==> src/rtl/uart_pkg.sv <==
// rtl/uart_pkg.sv - shared state encodings and constants for the 8N1 UART engine
package uart_pkg;

  localparam int DATA_BITS = 8;

  typedef enum logic [1:0] {
    T_IDLE,
    T_START,
    T_DATA,
    T_STOP
  } tx_state_t;

  typedef enum logic [2:0] {
    R_IDLE,
    R_START,
    R_DATA,
    R_STOP,
    R_BREAK
  } rx_state_t;

  // Bit-timer width: enough bits to hold CLKS_PER_BIT-1
  function automatic int timer_width(input int clks_per_bit);
    return $clog2(clks_per_bit);
  endfunction

endpackage

==> src/rtl/uart_txrx_if.sv <==
// rtl/uart_txrx_if.sv - byte handshake and serial line bundle between the UART wrapper and engine
interface uart_txrx_if;
  import uart_pkg::*;

  logic                 rx_i;
  logic                 tx_o;
  logic                 transmit;
  logic [DATA_BITS-1:0] tx_byte;
  logic                 received;
  logic [DATA_BITS-1:0] rx_byte;
  logic                 recv_error;
  logic                 is_receiving;
  logic                 is_transmitting;

  modport master (
    output rx_i, transmit, tx_byte,
    input  tx_o, received, rx_byte, recv_error, is_receiving, is_transmitting
  );

  modport slave (
    input  rx_i, transmit, tx_byte,
    output tx_o, received, rx_byte, recv_error, is_receiving, is_transmitting
  );

endinterface

==> src/rtl/uart_bit_timer.sv <==
// rtl/uart_bit_timer.sv - loadable down-counter that ticks while enabled at zero
module uart_bit_timer #(
  parameter int W = 9
) (
  input  logic         clk_i,
  input  logic         rst_i,
  input  logic         i_load,
  input  logic [W-1:0] i_load_val,
  input  logic         i_en,
  output logic         o_tick
);

  logic [W-1:0] r_cnt;

  // Reload on request, otherwise count down and park at zero
  always_ff @(posedge clk_i or negedge rst_i) begin
    if (!rst_i) begin
      r_cnt <= '0;
    end else if (i_load) begin
      r_cnt <= i_load_val;
    end else if (i_en && (r_cnt != '0)) begin
      r_cnt <= r_cnt - 1'b1;
    end
  end

  // A load value of N gives a tick N+1 enabled cycles later
  assign o_tick = i_en && (r_cnt == '0);

endmodule

==> src/rtl/uart_txrx.sv <==
// rtl/uart_txrx.sv - 8N1 UART serializer/deserializer with independent TX and RX FSMs
module uart_txrx
  import uart_pkg::*;
#(
  parameter int CLKS_PER_BIT = 434
) (
  input  logic       clk_i,
  input  logic       rst_i,
  uart_txrx_if.slave bus
);

  localparam int TW = timer_width(CLKS_PER_BIT);
  localparam int BW = $clog2(DATA_BITS);
  localparam logic [TW-1:0] BIT_LOAD  = TW'(CLKS_PER_BIT - 1);
  localparam logic [TW-1:0] HALF_LOAD = TW'(CLKS_PER_BIT / 2 - 1);
  localparam logic [BW-1:0] LAST_BIT  = BW'(DATA_BITS - 1);

  if (CLKS_PER_BIT < 4) begin : g_bad_clks_per_bit
    $error("uart_txrx: CLKS_PER_BIT must be >= 4");
  end

  // ---------------------------------------------------------------- TX
  tx_state_t            r_tx_state, w_tx_state_nxt;
  logic [DATA_BITS-1:0] r_tx_shift, w_tx_shift_nxt;
  logic [BW-1:0]        r_tx_bit, w_tx_bit_nxt;
  logic                 r_tx, w_tx_nxt;
  logic                 r_tx_busy, w_tx_busy_nxt;
  logic                 w_tx_load, w_tx_tick, w_tx_en;

  assign w_tx_en = (r_tx_state != T_IDLE);

  uart_bit_timer #(.W(TW)) u_tx_timer (
    .clk_i      (clk_i),
    .rst_i      (rst_i),
    .i_load     (w_tx_load),
    .i_load_val (BIT_LOAD),
    .i_en       (w_tx_en),
    .o_tick     (w_tx_tick)
  );

  // TX state and datapath registers; tx_o forced high asynchronously on reset
  always_ff @(posedge clk_i or negedge rst_i) begin
    if (!rst_i) begin
      r_tx_state <= T_IDLE;
      r_tx_shift <= '0;
      r_tx_bit   <= '0;
      r_tx       <= 1'b1;
      r_tx_busy  <= 1'b0;
    end else begin
      r_tx_state <= w_tx_state_nxt;
      r_tx_shift <= w_tx_shift_nxt;
      r_tx_bit   <= w_tx_bit_nxt;
      r_tx       <= w_tx_nxt;
      r_tx_busy  <= w_tx_busy_nxt;
    end
  end

  // TX next state: start, 8 data bits LSB first, stop; each bit one full timer period
  always_comb begin
    w_tx_state_nxt = r_tx_state;
    w_tx_shift_nxt = r_tx_shift;
    w_tx_bit_nxt   = r_tx_bit;
    w_tx_nxt       = r_tx;
    w_tx_busy_nxt  = r_tx_busy;
    w_tx_load      = 1'b0;
    unique case (r_tx_state)
      T_IDLE: begin
        if (bus.transmit) begin
          w_tx_shift_nxt = bus.tx_byte;
          w_tx_nxt       = 1'b0;
          w_tx_busy_nxt  = 1'b1;
          w_tx_load      = 1'b1;
          w_tx_state_nxt = T_START;
        end
      end
      T_START: begin
        if (w_tx_tick) begin
          w_tx_nxt       = r_tx_shift[0];
          w_tx_bit_nxt   = '0;
          w_tx_load      = 1'b1;
          w_tx_state_nxt = T_DATA;
        end
      end
      T_DATA: begin
        if (w_tx_tick) begin
          w_tx_load = 1'b1;
          if (r_tx_bit == LAST_BIT) begin
            w_tx_nxt       = 1'b1;
            w_tx_state_nxt = T_STOP;
          end else begin
            w_tx_shift_nxt = {1'b0, r_tx_shift[DATA_BITS-1:1]};
            w_tx_nxt       = r_tx_shift[1];
            w_tx_bit_nxt   = r_tx_bit + 1'b1;
          end
        end
      end
      T_STOP: begin
        if (w_tx_tick) begin
          w_tx_busy_nxt  = 1'b0;
          w_tx_state_nxt = T_IDLE;
        end
      end
      default: begin
        w_tx_state_nxt = T_IDLE;
      end
    endcase
  end

  assign bus.tx_o            = r_tx;
  assign bus.is_transmitting = r_tx_busy;

  // ---------------------------------------------------------------- RX
  logic                 r_rx_meta, r_rxs;
  rx_state_t            r_rx_state, w_rx_state_nxt;
  logic [DATA_BITS-1:0] r_rx_shift, w_rx_shift_nxt;
  logic [BW-1:0]        r_rx_bit, w_rx_bit_nxt;
  logic [DATA_BITS-1:0] r_rx_byte, w_rx_byte_nxt;
  logic                 r_received, w_received_nxt;
  logic                 r_recv_error, w_recv_error_nxt;
  logic                 r_rx_busy, w_rx_busy_nxt;
  logic                 w_rx_load, w_rx_tick, w_rx_en;
  logic [TW-1:0]        w_rx_load_val;

  assign w_rx_en = (r_rx_state == R_START) || (r_rx_state == R_DATA) ||
                   (r_rx_state == R_STOP);

  uart_bit_timer #(.W(TW)) u_rx_timer (
    .clk_i      (clk_i),
    .rst_i      (rst_i),
    .i_load     (w_rx_load),
    .i_load_val (w_rx_load_val),
    .i_en       (w_rx_en),
    .o_tick     (w_rx_tick)
  );

  // Two-flop synchronizer for the asynchronous serial input; idles high
  always_ff @(posedge clk_i or negedge rst_i) begin
    if (!rst_i) begin
      r_rx_meta <= 1'b1;
      r_rxs     <= 1'b1;
    end else begin
      r_rx_meta <= bus.rx_i;
      r_rxs     <= r_rx_meta;
    end
  end

  // RX state and datapath registers; a partial byte is simply dropped on reset
  always_ff @(posedge clk_i or negedge rst_i) begin
    if (!rst_i) begin
      r_rx_state   <= R_IDLE;
      r_rx_shift   <= '0;
      r_rx_bit     <= '0;
      r_rx_byte    <= '0;
      r_received   <= 1'b0;
      r_recv_error <= 1'b0;
      r_rx_busy    <= 1'b0;
    end else begin
      r_rx_state   <= w_rx_state_nxt;
      r_rx_shift   <= w_rx_shift_nxt;
      r_rx_bit     <= w_rx_bit_nxt;
      r_rx_byte    <= w_rx_byte_nxt;
      r_received   <= w_received_nxt;
      r_recv_error <= w_recv_error_nxt;
      r_rx_busy    <= w_rx_busy_nxt;
    end
  end

  // RX next state: half-bit delay to the start-bit centre, then sample every bit centre
  always_comb begin
    w_rx_state_nxt   = r_rx_state;
    w_rx_shift_nxt   = r_rx_shift;
    w_rx_bit_nxt     = r_rx_bit;
    w_rx_byte_nxt    = r_rx_byte;
    w_received_nxt   = 1'b0;
    w_recv_error_nxt = 1'b0;
    w_rx_busy_nxt    = r_rx_busy;
    w_rx_load        = 1'b0;
    w_rx_load_val    = BIT_LOAD;
    unique case (r_rx_state)
      R_IDLE: begin
        if (!r_rxs) begin
          w_rx_load      = 1'b1;
          w_rx_load_val  = HALF_LOAD;
          w_rx_busy_nxt  = 1'b1;
          w_rx_state_nxt = R_START;
        end
      end
      R_START: begin
        if (w_rx_tick) begin
          if (!r_rxs) begin
            w_rx_load      = 1'b1;
            w_rx_bit_nxt   = '0;
            w_rx_state_nxt = R_DATA;
          end else begin
            w_rx_busy_nxt  = 1'b0;
            w_rx_state_nxt = R_IDLE;
          end
        end
      end
      R_DATA: begin
        if (w_rx_tick) begin
          w_rx_shift_nxt = {r_rxs, r_rx_shift[DATA_BITS-1:1]};
          w_rx_load      = 1'b1;
          if (r_rx_bit == LAST_BIT) begin
            w_rx_state_nxt = R_STOP;
          end else begin
            w_rx_bit_nxt = r_rx_bit + 1'b1;
          end
        end
      end
      R_STOP: begin
        if (w_rx_tick) begin
          if (r_rxs) begin
            w_rx_byte_nxt  = r_rx_shift;
            w_received_nxt = 1'b1;
            w_rx_busy_nxt  = 1'b0;
            w_rx_state_nxt = R_IDLE;
          end else begin
            w_recv_error_nxt = 1'b1;
            w_rx_state_nxt   = R_BREAK;
          end
        end
      end
      R_BREAK: begin
        if (r_rxs) begin
          w_rx_busy_nxt  = 1'b0;
          w_rx_state_nxt = R_IDLE;
        end
      end
      default: begin
        w_rx_busy_nxt  = 1'b0;
        w_rx_state_nxt = R_IDLE;
      end
    endcase
  end

  assign bus.rx_byte      = r_rx_byte;
  assign bus.received     = r_received;
  assign bus.recv_error   = r_recv_error;
  assign bus.is_receiving = r_rx_busy;

endmodule
==> src/flat_wrapper.sv <==
// flat-port wrapper written by rule: the top's interface ports become plain ports
module uart_txrx_flat import uart_pkg::*;
#(
  parameter int CLKS_PER_BIT = 434
)
  (clk_i, rst_i, bus_rx_i, bus_transmit, bus_tx_byte, bus_tx_o, bus_received, bus_rx_byte, bus_recv_error, bus_is_receiving, bus_is_transmitting);
  uart_txrx_if bus_i ();
  input  logic clk_i;
  input  logic rst_i;
  input wire logic [$bits(bus_i.rx_i)-1:0] bus_rx_i;
  input wire logic [$bits(bus_i.transmit)-1:0] bus_transmit;
  input wire logic [$bits(bus_i.tx_byte)-1:0] bus_tx_byte;
  output wire logic [$bits(bus_i.tx_o)-1:0] bus_tx_o;
  output wire logic [$bits(bus_i.received)-1:0] bus_received;
  output wire logic [$bits(bus_i.rx_byte)-1:0] bus_rx_byte;
  output wire logic [$bits(bus_i.recv_error)-1:0] bus_recv_error;
  output wire logic [$bits(bus_i.is_receiving)-1:0] bus_is_receiving;
  output wire logic [$bits(bus_i.is_transmitting)-1:0] bus_is_transmitting;
  assign bus_i.rx_i = bus_rx_i;
  assign bus_i.transmit = bus_transmit;
  assign bus_i.tx_byte = bus_tx_byte;
  assign bus_tx_o = bus_i.tx_o;
  assign bus_received = bus_i.received;
  assign bus_rx_byte = bus_i.rx_byte;
  assign bus_recv_error = bus_i.recv_error;
  assign bus_is_receiving = bus_i.is_receiving;
  assign bus_is_transmitting = bus_i.is_transmitting;
  uart_txrx #(.CLKS_PER_BIT(CLKS_PER_BIT)) u_core (.clk_i(clk_i), .rst_i(rst_i), .bus(bus_i));
endmodule
==> config.mk <==
export PLATFORM = sky130hd
export DESIGN_NAME = uart_txrx_flat
export DESIGN_NICKNAME = d
export VERILOG_FILES = /design/src/rtl/uart_pkg.sv /design/src/rtl/uart_txrx_if.sv /design/src/rtl/uart_bit_timer.sv /design/src/rtl/uart_txrx.sv /design/src/flat_wrapper.sv
export SDC_FILE = /design/constraint.sdc
export NUM_CORES = 1
export LEC_CHECK = 0
export BUFFER_PORTS_ARGS = -buffer_cell sky130_fd_sc_hd__buf_2
export CAP_MARGIN = 25
export CELL_PAD_IN_SITES_DETAIL_PLACEMENT = 1
export CELL_PAD_IN_SITES_GLOBAL_PLACEMENT = 2
export CORE_UTILIZATION = 40
export DETAILED_ROUTE_END_ITERATION = 16
export GPL_ROUTABILITY_DRIVEN = 0
export GPL_TIMING_DRIVEN = 1
export HOLD_SLACK_MARGIN = 0.08
export PLACE_DENSITY_LB_ADDON = 0.08
export SYNTH_ARGS = -nofsm -noshare
export SYNTH_HDL_FRONTEND = slang
export SYNTH_HIERARCHICAL = 1
export SYNTH_SLANG_ARGS = --single-unit
==> constraint.sdc <==
create_clock -name clk_i -period 4.1 [get_ports clk_i]
set_input_delay 0.41 -clock clk_i [delete_from_list [all_inputs] [get_ports clk_i]]
set_output_delay 0.41 -clock clk_i [all_outputs]
set_load 0.02 [all_outputs]
# After elaboration in Yosys (flattened, before gate mapping)

Cells that the tools add are included.

Output and inout bits: 13
Flip-flop bits (word level): 60
Input bits: 12

Reductions and logical operators: 32
Multiplexer cells: 57
Eq/ne operators: 24
Bitwise gates (word level): 1
$add $sub $neg: 4

Operators by type and width:

| kind                  | number |
|---|---|
| $mux W9               | 6 |
| $mux W3               | 14 |
| $mux W8               | 3 |
| $ne A2 B2 Y1 const B  | 12 |
| $logic_not A9 Y1      | 2 |
| $mux W1               | 18 |
| $reduce_bool A9 Y1    | 2 |
| $sub A9 B1 Y9 const B | 2 |
| $pmux W8 S2           | 1 |
| $pmux W3 S5           | 1 |
| $reduce_bool A2 Y1    | 7 |
| $mux W2               | 6 |
| $pmux W3 S2           | 2 |
| $reduce_and A4 Y1     | 3 |
| $reduce_and A5 Y1     | 2 |
| $eq A3 B3 Y1 const B  | 3 |
| $reduce_and A3 Y1     | 3 |
| $pmux W2 S4           | 1 |
| $add A3 B1 Y3 const B | 2 |
| $eq A3 B2 Y1 const B  | 2 |
| $ne A2 B1 Y1 const B  | 3 |
| $pmux W1 S3           | 2 |
| $reduce_and A6 Y1     | 1 |
| $eq A2 B2 Y1 const B  | 2 |
| 12 further kinds      | 18 |

# Longest topological paths before layout

Gate-level depths: netlist (run 1).

Depth after elaboration: 7
Depth in mapped cells: 12

# By module

Netlist (run 1), hierarchy kept.

Modules (own cells, without submodules):

| module         | times used | cells each | area an instance (um^2) | seq. area each (um^2) |
|---|---|---|---|---|
| uart_txrx      | 1          | 166        | 2059.5                  | 1054.8 |
| uart_bit_timer | 2          | 68         | 586.8                   | 225.2 |

# Worst setup path after synthesis (run 1)

No wires, ideal clock.

Path kind: register -> register
Start: register u_core.r_rx_state[0]
End: register u_core.u_rx_timer.r_cnt[5]
Setup slack: 1.100 ns
Library setup time: 0.126 ns
Required time: 3.974 ns
Data arrival time: 2.873 ns
Buffers on the path: 2
Clock period less this slack: 3.000 ns
Stages on the path, launching flop included: 12
Cell sequence: dfrtp_1 > buf_2 > nor2_1 > nor2_1 > nand3b_1 > nor4_1 > nand2_1 > a21o_1 > a21oi_1 > clkbuf_1 > nor2_1 > a311o_1

Word-level cells in the longest chain between the ends: 7

RTL lines:

| item                                          | line                               | source |
|---|---|---|
| start: declaration                            | uart_txrx.sv:114                   | `rx_state_t r_rx_state, w_rx_state_nxt;` |
| start signal: assignment                      | uart_txrx.sv:158                   | `r_rx_state <= w_rx_state_nxt;` |
| $eq A3 B1 Y1 or $eq A3 B2 Y1 (tied branches)  | uart_txrx.sv:124                   | `assign w_rx_en = (r_rx_state == R_START) \|\| (r_rx_state == R_DATA) \|\|` |
| $logic_or A1 B1 Y1                            | uart_txrx.sv:124                   |  |
| $logic_or A1 B1 Y1 (*)                        | uart_txrx.sv:124                   |  |
| via u_core.w_rx_en                            | uart_txrx.sv:121                   | `logic w_rx_load, w_rx_tick, w_rx_en;` |
| $logic_and A1 B1 Y1 (*)                       | uart_bit_timer.sv:27               | `assign o_tick = i_en && (r_cnt == '0);` |
| via u_core.w_rx_tick                          | uart_txrx.sv:121                   |  |
| $mux W1 (on tied branches)                    | uart_txrx.sv:201, uart_txrx.sv:189 |  |
| $pmux W1 S3 (*)                               | uart_txrx.sv:179                   | `unique case (r_rx_state)` |
| via u_core.w_rx_load                          | uart_txrx.sv:121                   |  |
| $mux W9 or $reduce_bool A2 Y1 (tied branches) | --                                 |  |
| end signal: assignment                        | uart_bit_timer.sv:20               | `r_cnt <= i_load_val;` |
| end signal: assignment                        | uart_bit_timer.sv:22               | `r_cnt <= r_cnt - 1'b1;` |
| end: declaration                              | uart_bit_timer.sv:13               | `logic [W-1:0] r_cnt;` |

Mark *: on every way through the listed nets, which the timed path passes. The rest lies on a longest branch.
A chain may end at the register's enable or synchronous reset.

# Worst setup path in the final report (run 1)

Start: register u_core.r_rx_state[0]
End: register u_core.u_rx_timer.r_cnt[0]

The elaborated chain is that of the path after synthesis.

==> impl_metrics.tcl, run 1 <==
set metrics [dict create \
    layoutNonFillerInstCount 447 \
    max_stage_delay_ps 620 \
    num_antenna_cells 0 \
    synth_area_leader_cell "dfrtp_1" \
    synth-main-ff-cell "dfrtp_1" \
    clock-sinks 60 \
    cp_max_fo 14 \
    sequentialPowerShare 0.492 \
    yosys-top-cells-area "dfrtp_1, mux2_2, ha_1, nand2_1, o211ai_1" \
    n_fill_cell 876 \
    comb_power_share 0.188 \
    outcome "finished clean" \
    async_flop_share 1.000 \
    path_cells "nor2_1 -> nor2_1 -> nand3b_1 -> nor4_1 -> buf_4 -> nand2_1 -> a21o_1 -> a21oi_1 -> buf_4 -> inv_1 -> o2111ai_1 -> o211ai_1" \
    clk_path_buf_depth 2 \
    finalSetupViolations 0 \
    coreArea_sq_um 7767 \
    p_per_area_nw_per_um2 408.6 \
    hold_buffers 0 \
    worstSetupEndpointType "register" \
    hold_class "input port to async pin" \
    finalHoldViolCount 0 \
    fin_crit_sh 0.7062 \
    rr_startpoint "u_core/r_rx_state[0]" \
    yosysWarnings 6 \
    netSwitchingFraction 0.3320 \
    grt_pass1_vias 2322 \
    path_clk_slew_ps 80 \
    critPathSlowestCell "dfrtp_1" \
    ant_nets 0 \
    critical_path_class "register to register" \
    die_w_microns 91.91 \
    seq_area_sq_um 1505 \
    tritoncts "done" \
    area_growth_pct 13.47 \
    grt_setup_unrepaired "false" \
    grt_max_degree 37 \
    ctsHtreeMaxLevel 3 \
    ys_seq_area_frac 0.4656 \
    reg2reg_to "u_core/u_rx_timer/r_cnt[0]" \
    fmax_mhz 345.4 \
    ff2ff_path_depth 12 \
    p_leak_nw 1.680 \
    synth_top_cell_area_share 0.4412 \
    syn_area_sq_um 3233 \
    ios 25 \
    synthCells 302 \
    gr-usage-all-layers 0.1736 \
    wire_per_inst_microns 14.92 \
    grt_pass1_wl_microns 11540 \
    dieArea_sq_um 8447 \
    drv_slew 0 \
    period_needed_ps 2896 \
    dp_hpwl_microns 4630 \
    clk_latency_ps 340 \
    drtIter0Drc 54 \
    multi_input_area_sq_um 1639 \
    rows 32 \
    power.share.clock 0.320 \
    die_h_microns 91.91 \
    drt_wl_total_microns 6669 \
    setup_tns_ps 0 \
    clock_tree.root_cell "clkbuf_8" \
    ys_ff_latch 60 \
    first_pass_iters 4 \
    cp.required_ps 4310 \
    ys_types 54 \
    tightest_slew_ps 819.9 \
    arrival_ps 3110 \
    rrSetupSlack_ps 1200 \
    final_cell_mix "dfrtp_1, mux2_2, nand2_1" \
    vias 2376 \
    startpoint_type "register" \
    drc 0 \
    p_sw_uw 497.6 \
    relSlewSlack 0.4534 \
    max-vdd-ir-drop_mv 0.2028 \
    start_util 0.4162 \
    cts_buffers 9 \
    io_buffers 24 \
    finClkSkew_ps 8.314 \
    fin_total_pwr_mw 1.499 \
    placedCellCount 431 \
    cap_violations 0 \
    syn_area_per_cell_sq_um 10.71 \
    grt-ovfl-total 0 \
    routed_via_density 5.315 \
    synth-edff-count 0 \
    antenna_found_initial 0 \
    drive_gt1_frac 0.2754 \
    cts_resized 0 \
    final_common_cell "dfrtp_1" \
    nets 363 \
    p_int_mw 1.001 \
    cts_setup_buffers 0 \
]
worst max-delay path, delay by kind of cell, from the launching register on:
kind	cells	cell delay (ps)
AOI/OAI and AO/OA	4	560
DFF	1	620
and+or+nand+nor	5	1020
buffers and inverters	3	570
layout make-up:
class / instances / area share
Multi-Input combinational cell: 223 / 0.4468
Sequential cell: 60 / 0.4103
Timing Repair Buffer: 29 / 0.04297
Tap cell: 102 / 0.03479
Clock buffer: 9 / 0.03377
Inverter: 17 / 0.01739
Clock inverter: 7 / 0.01398
state kept, by name, indices dropped and copies added (netlist names), 2 cells and up:
| register | cells |
|---|---|
| u_core/u_rx_timer/r_cnt | 9 |
| u_core/u_tx_timer/r_cnt | 9 |
| u_core/bus.rx_byte | 8 |
| u_core/r_rx_shift | 8 |
| u_core/r_tx_shift | 8 |
| u_core/r_rx_bit | 3 |
| u_core/r_rx_state | 3 |
| u_core/r_tx_bit | 3 |
| u_core/r_tx_state | 2 |
power groups by stage:
| stage | clock network (mW) | logic (mW) | registers, mW |
|---|---|---|---|
| after floorplan | 0 | 0.233 | 0.714 |
| after global placement | 0 | 0.283 | 0.747 |
| after detailed placement | 0 | 0.284 | 0.747 |
| after CTS | 0.503 | 0.285 | 0.737 |
| after global routing | 0.524 | 0.329 | 0.749 |
| final | 0.480 | 0.282 | 0.737 |
logic make-up (layout without fill, tap and decap cells):
kind of cell               after synthesis  count (layout)  synth area share
and+or+nand+nor                         97              97            0.1699
AOI/OAI and AO/OA                       63              63            0.1447
DFF                                     60              60            0.4656
muxes                                   38              38            0.1316
buffers and inverters                   30              62           0.04024
adders and majority gates               12              12           0.04567
other                                    2              13          0.002323
per-stage QoR:
stage	area, sq um	hold slack (ps)	util	setup WS, ps
after floorplan	3274	114.4	-	1100
after global placement	3493	346.5	0.4497	1242
after detailed placement	3493	354.8	0.4497	1214
after CTS	3669	158.0	0.4723	1208
after global routing	3669	151.5	0.4723	828.0
final	3669	160.3	0.4723	1204
how the worst max path moves through the flow:
stage	startpoint	slack, ps	endpoint
after floorplan	u_core/r_rx_state[0]	1100	u_core/u_rx_timer/r_cnt[5]
after global placement	u_core/r_rx_state[0]	1240	u_core/u_rx_timer/r_cnt[0]
after detailed placement	u_core/r_rx_state[0]	1210	u_core/u_rx_timer/r_cnt[0]
after CTS	u_core/r_rx_state[0]	1210	u_core/u_rx_timer/r_cnt[0]
after global routing	u_core/r_rx_state[0]	830	u_core/u_rx_timer/r_cnt[8]
final	u_core/r_rx_state[0]	1200	u_core/u_rx_timer/r_cnt[0]
metal layers:
layer / track usage / part of all wire / up-vias
met1: 0.2464 / 0.51 / 1167
met3: 0.03234 / 0.023 / 6
li1: - / - / 1174
met5: 0 / 0 / -
met4: 0.07422 / 0.0088 / 0
met2: 0.2581 / 0.45 / 29
cell usage after synthesis, drive strengths merged, types with 2 or more instances:
| master | number |
|---|---|
| conb | 2 |
| a21o | 3 |
| a311o | 2 |
| a2111o | 2 |
| and3 | 2 |
| a31oi | 6 |
| o21ai | 10 |
| o311ai | 4 |
| a21boi | 5 |
| or4b | 4 |
| clkbuf | 5 |
| and2 | 3 |
| dfstp | 3 |
| ha | 11 |
| a21oi | 4 |
| nand2 | 30 |
| nor4 | 4 |
| inv | 17 |
| nor3b | 2 |
| or2 | 3 |
| nor3 | 2 |
| nand4 | 2 |
| a22oi | 3 |
| mux2i | 2 |
| nor2 | 23 |
| nand2b | 2 |
| or3 | 2 |
| nor2b | 2 |
| nor4b | 5 |
| a211oi | 5 |
| or4 | 6 |
| buf | 8 |
| o211ai | 12 |
| nand3b | 3 |
| dfrtp | 57 |
| o2111ai | 2 |
| mux2 | 36 |
No activity file was read; power rests on OpenSTA's default activity.
==> run 2, diff against run 1 <==
clock period = 2.75 ns   (was 4.1 ns; I/O delays follow)
==> impl_metrics.tcl, run 2 (synthesized netlist as in run 1, its figures left out) <==
set metrics [dict create \
    top_regs "u_core/u_rx_timer/r_cnt (9), u_core/u_tx_timer/r_cnt (9)" \
    die_h_microns 91.91 \
    vias 2440 \
    drc 0 \
    max-vdd-ir-drop_mv 0.4647 \
    post-place-ws_ps 200.5 \
    met1_usage 0.2479 \
    outcome "finished clean" \
    ctsHtreeMaxLevel 3 \
    cp_max_fo 13 \
    grt_use_met3 0.04395 \
    max_stage_delay_ps 420 \
    critical_path_class "register to register" \
    area_growth_pct 19.20 \
    first_pass_iters 4 \
    nets 373 \
    grt_use_met2 0.3197 \
    setup_tns_ps 0 \
    relSlewSlack 0.5037 \
    grt_pass1_vias 2647 \
    final_cell_mix "dfrtp_1, mux2_2, nand2_1" \
    period_needed_ps 2508 \
    path_cells "inv_1 -> ha_1 -> inv_1 -> nand3b_1 -> nor4_4 -> a22oi_1 -> nor2_1 -> buf_4 -> or2_2 -> a2111o_1 -> o211ai_1" \
    arrival_ps 2770 \
    clock-sinks 60 \
    drt_wl_total_microns 7302 \
    hold_class "input port to register" \
    antenna_found_initial 0 \
    cp_common_cell "inv_1" \
    ios 25 \
    finalSetupViolations 0 \
    crit_buf_inv 3 \
    setup_ws_ps 242.4 \
    final_common_cell "dfrtp_1" \
    gr-usage-all-layers 0.1921 \
    wire_per_inst_microns 15.98 \
    p_per_area_nw_per_um2 667.9 \
    coreArea_sq_um 7767 \
    rrSetupSlack_ps 240 \
    dp_hpwl_microns 5057 \
    grt-busiest-layer "met2" \
    fin_crit_sh 0.9119 \
    clk_path_buf_depth 2 \
    routed_via_density 5.339 \
    critPathSlowestCell "dfrtp_1" \
    drtIter0Drc 82 \
    path_delay_family "compound AO/OA/AOI/OAI gates" \
    finClkSkew_ps 9.510 \
    start_util 0.4162 \
    p_leak_nw 1.760 \
    rows 32 \
    layoutNonFillerInstCount 457 \
    tightest_slew_ps 744.5 \
    drv_slew 0 \
    cap_violations 0 \
    io_buffers 24 \
    placedCellCount 439 \
    grt_max_degree 34 \
    dieArea_sq_um 8447 \
    num_antenna_cells 0 \
    ant_nets 0 \
    tritoncts "done" \
    die_w_microns 91.91 \
    n_fill_cell 866 \
    worstSetupEndpointType "register" \
    clk_latency_ps 340 \
    fmax_mhz 398.8 \
    clock_tree.root_cell "clkbuf_8" \
    startpoint_type "register" \
    fin_util 0.4961 \
    cp.required_ps 3010 \
    path_clk_slew_ps 80 \
    finalHoldViolCount 0 \
    grt-ovfl-total 0 \
    drive_gt1_frac 0.2986 \
    grt_pass1_wl_microns 12870 \
    cts_setup_buffers 0 \
    cts_buffers 9 \
]
## run 2: cell types whose count changed in the layout (fill, tap and decap cells not counted)
cell,previous run,this run
dlygate4sd3_1,0,2
clkinv_2,2,0
nor4_1,4,2
buf_4,5,13
bufinv_16,0,3
or4_4,0,1
clkinv_4,2,1
or4_1,6,5
nor4_4,0,2
## run 2: where the power goes
part           internal [mW]  total, mW  switching (mW)
Sequential             0.972       1.08           0.105
Clock                  0.606      0.996           0.389
Combinational          0.224      0.501           0.277
Total                   1.80       2.57           0.771
## run 2: worst reg2reg max path: cells and delay by family, from the launching register on
| family | cells | cell delay (ps) |
|---|---|---|
| adders and majority gates | 1 | 270 |
| DFF | 1 | 420 |
| and+or+nand+nor | 4 | 630 |
| buffers and inverters | 3 | 480 |
| AOI/OAI and AO/OA | 3 | 640 |
## run 2: worst paths after layout
check,endpoint,depth (start not counted),startpoint
worst max-delay path,u_core/u_tx_timer/r_cnt[4],11,u_core/r_tx_state[1]
worst min-delay path,u_core/r_tx_shift[7],3,bus_tx_byte[7]
worst max register to register,u_core/u_tx_timer/r_cnt[4],11,u_core/r_tx_state[1]
worst min register to register,u_core/r_rxs,0,u_core/r_rx_meta
max in group asynchronous,u_core/r_rxs,3,rst_i
min in group asynchronous,u_core/u_tx_timer/r_cnt[4],2,rst_i
## run 2: what timing repair did
item | in CTS | in global routing
endpoints found under the setup margin | 0 | 4
hold buffers | 2 | 0
endpoints found under the hold margin | 31 | 0
resized for setup | 0 | 2
## run 2: per-stage QoR
| stage | total power, mW | cell area [sq um] | hold WS (ps) |
|---|---|---|---|
| 3_3_place_gp | 1.577 | 3575 | 346.1 |
| 4_1_cts | 2.593 | 3841 | 179.8 |
| 3_5_place_dp | 1.585 | 3575 | 350.1 |
| 2_1_floorplan | 1.426 | 3296 | -20.59 |
| 6_report | 2.574 | 3854 | 193.2 |
| 5_1_grt | 2.726 | 3854 | 239.6 |
## run 2: per-layer routing
layer  wire length, microns  part of all wire
met5                      0                 0
met4                     96             0.013
met3                    154             0.021
met2                   3544              0.49
met1                   3507              0.48
## run 2: area by class of cell
class                      count  area (sq um)  share of cell area
clock buffer                   9         123.9             0.03214
clock inverter                 7         122.6             0.03182
inverter                      17         63.81             0.01656
multi-input combinational    223          1673              0.4341
sequential                    60          1505              0.3906
tap                          102         127.6             0.03312
timing repair buffer          39         237.7             0.06169
==> run 3, diff against run 2 <==
BUFFER_PORTS_ARGS = -buffer_cell sky130_fd_sc_hd__buf_4   (was -buffer_cell sky130_fd_sc_hd__buf_2)
GPL_TIMING_DRIVEN = unset   (was 1)
SLEW_MARGIN = 40   (was unset)
==> impl_metrics.tcl, run 3 (synthesized netlist as in run 1, its figures left out) <==
set metrics [dict create \
    drive_gt1_frac 0.2949 \
    area_growth_pct 18.92 \
    die_h_microns 91.91 \
    p_int_mw 1.551 \
    io_buffers 24 \
    start_util 0.4162 \
    grt-ovfl-total 0 \
    path_clk_slew_ps 70 \
    rows 32 \
    routed_via_density 5.328 \
    drtIter0Drc 49 \
    coreArea_sq_um 7767 \
    tightest_slew_ps 713.2 \
    hold_buffers 2 \
    first_pass_iters 4 \
    clk_latency_ps 330 \
    finalHoldViolCount 0 \
    grt_setup_unrepaired "false" \
    period_needed_ps 2546 \
    die_w_microns 91.91 \
    wire_per_inst_microns 15.62 \
    sequentialPowerShare 0.469 \
    netSwitchingFraction 0.3253 \
    cts_resized 0 \
    power.share.clock 0.315 \
    final_common_cell "dfrtp_1" \
    grt_pass1_vias 2562 \
    drv_slew 0 \
    max_stage_delay_ps 690 \
    fmax_mhz 392.7 \
    num_antenna_cells 0 \
    tritoncts "done" \
    p_sw_uw 747.9 \
    finClkSkew_ps 10.30 \
    layoutNonFillerInstCount 458 \
    arrival_ps 2740 \
    critical_path_class "register to register" \
    cp.required_ps 2940 \
    dieArea_sq_um 8447 \
    ant_nets 0 \
    clock-sinks 60 \
    hold_class "input port to register" \
    gr-usage-all-layers 0.1867 \
    outcome "finished clean" \
    startpoint_type "register" \
    p_per_area_nw_per_um2 597.9 \
    comb_power_share 0.217 \
    clock_tree.root_cell "clkbuf_8" \
    nets 374 \
    antenna_found_initial 0 \
    setup_tns_ps 0 \
    dp_hpwl_microns 5015 \
    top_regs "u_core/u_rx_timer/r_cnt (9), u_core/u_tx_timer/r_cnt (9)" \
    max-vdd-ir-drop_mv 0.3216 \
    path_cells "or4_1 -> nor4_4 -> buf_4 -> nand2_1 -> a21oi_1 -> buf_4 -> inv_1 -> o2111ai_1 -> o211ai_1" \
    relSlewSlack 0.5201 \
    cts_buffers 9 \
    critPathSlowestCell "or4_1" \
    drt_wl_total_microns 7154 \
    cts_setup_buffers 0 \
    final_cell_mix "dfrtp_1, buf_4, mux2_2" \
    clk_path_buf_depth 2 \
    grt_max_degree 61 \
    ctsHtreeMaxLevel 3 \
    p_leak_nw 1.743 \
    fin_crit_sh 0.9259 \
    cp_common_cell "buf_4" \
    vias 2440 \
    placedCellCount 440 \
    ios 25 \
    grt_pass1_wl_microns 12520 \
    drc 0 \
    worstSetupEndpointType "register" \
    cp_max_fo 13 \
    finalSetupViolations 0 \
    cap_violations 0 \
]
[run 3: area by class of cell]
class                      count  area [sq um]
sequential                    60          1505
timing repair buffer          40         309.0
tap                          102         127.6
fill                         889          3923
multi-input combinational    223          1660
clock buffer                  11         141.4
inverter                      17         63.81
clock inverter                 5         37.54
[run 3: per-stage QoR]
step	worst slack, ps	utilization	area [sq um]	power [mW]	hold slack, ps
floorplan	4.305	-	3296	1.426	-20.59
global placement	267.3	0.4689	3642	1.582	346.7
detailed placement	225.2	0.4689	3642	1.595	347.9
CTS	218.3	0.4945	3841	2.339	213.7
global route	11.61	0.4950	3845	2.448	261.1
finish	203.6	0.4950	3845	2.299	223.5
[run 3: power groups by stage]
stage / Clock (mW) / Combinational [mW] / Sequential, mW
floorplan: 0 / 0.356 / 1.07
global placement: 0 / 0.494 / 1.09
finish: 0.723 / 0.498 / 1.08
global route: 0.786 / 0.570 / 1.09
CTS: 0.756 / 0.506 / 1.08
detailed placement: 0 / 0.501 / 1.09
[run 3: critical path, delay by kind of cell (launching register included)]
family                 cells  cell delay (ps)
AO/OA/AOI/OAI              3              400
AND/OR/NAND/NOR            3              990
flip-flops                 1              430
buffers and inverters      3              590
[run 3: path summary, 6_finish.rpt]
| kind | slack (ps) | endpoint | from | depth (start not counted) |
|---|---|---|---|---|
| setup / recovery | 200 | u_core/u_rx_timer/r_cnt[0] | u_core/u_rx_timer/r_cnt[4] | 9 |
| hold / removal | 220 | u_core/r_tx_shift[7] | bus_tx_byte[7] | 3 |
| setup reg to reg | 200 | u_core/u_rx_timer/r_cnt[0] | u_core/u_rx_timer/r_cnt[4] | 9 |
| hold reg to reg | 360 | u_core/r_rxs | u_core/r_rx_meta | 0 |
| max in group asynchronous | 1870 | u_core/bus.tx_o | rst_i | 2 |
| min in group asynchronous | 470 | u_core/u_tx_timer/r_cnt[5] | rst_i | 2 |
[run 3: layer usage]
| metal | global-route usage | routed length, microns |
|---|---|---|
| met2 | 0.3078 | 3425 |
| met1 | 0.2496 | 3483 |
| met4 | 0.05859 | 97 |
| met5 | 0 | 0 |
| met3 | 0.03234 | 148 |
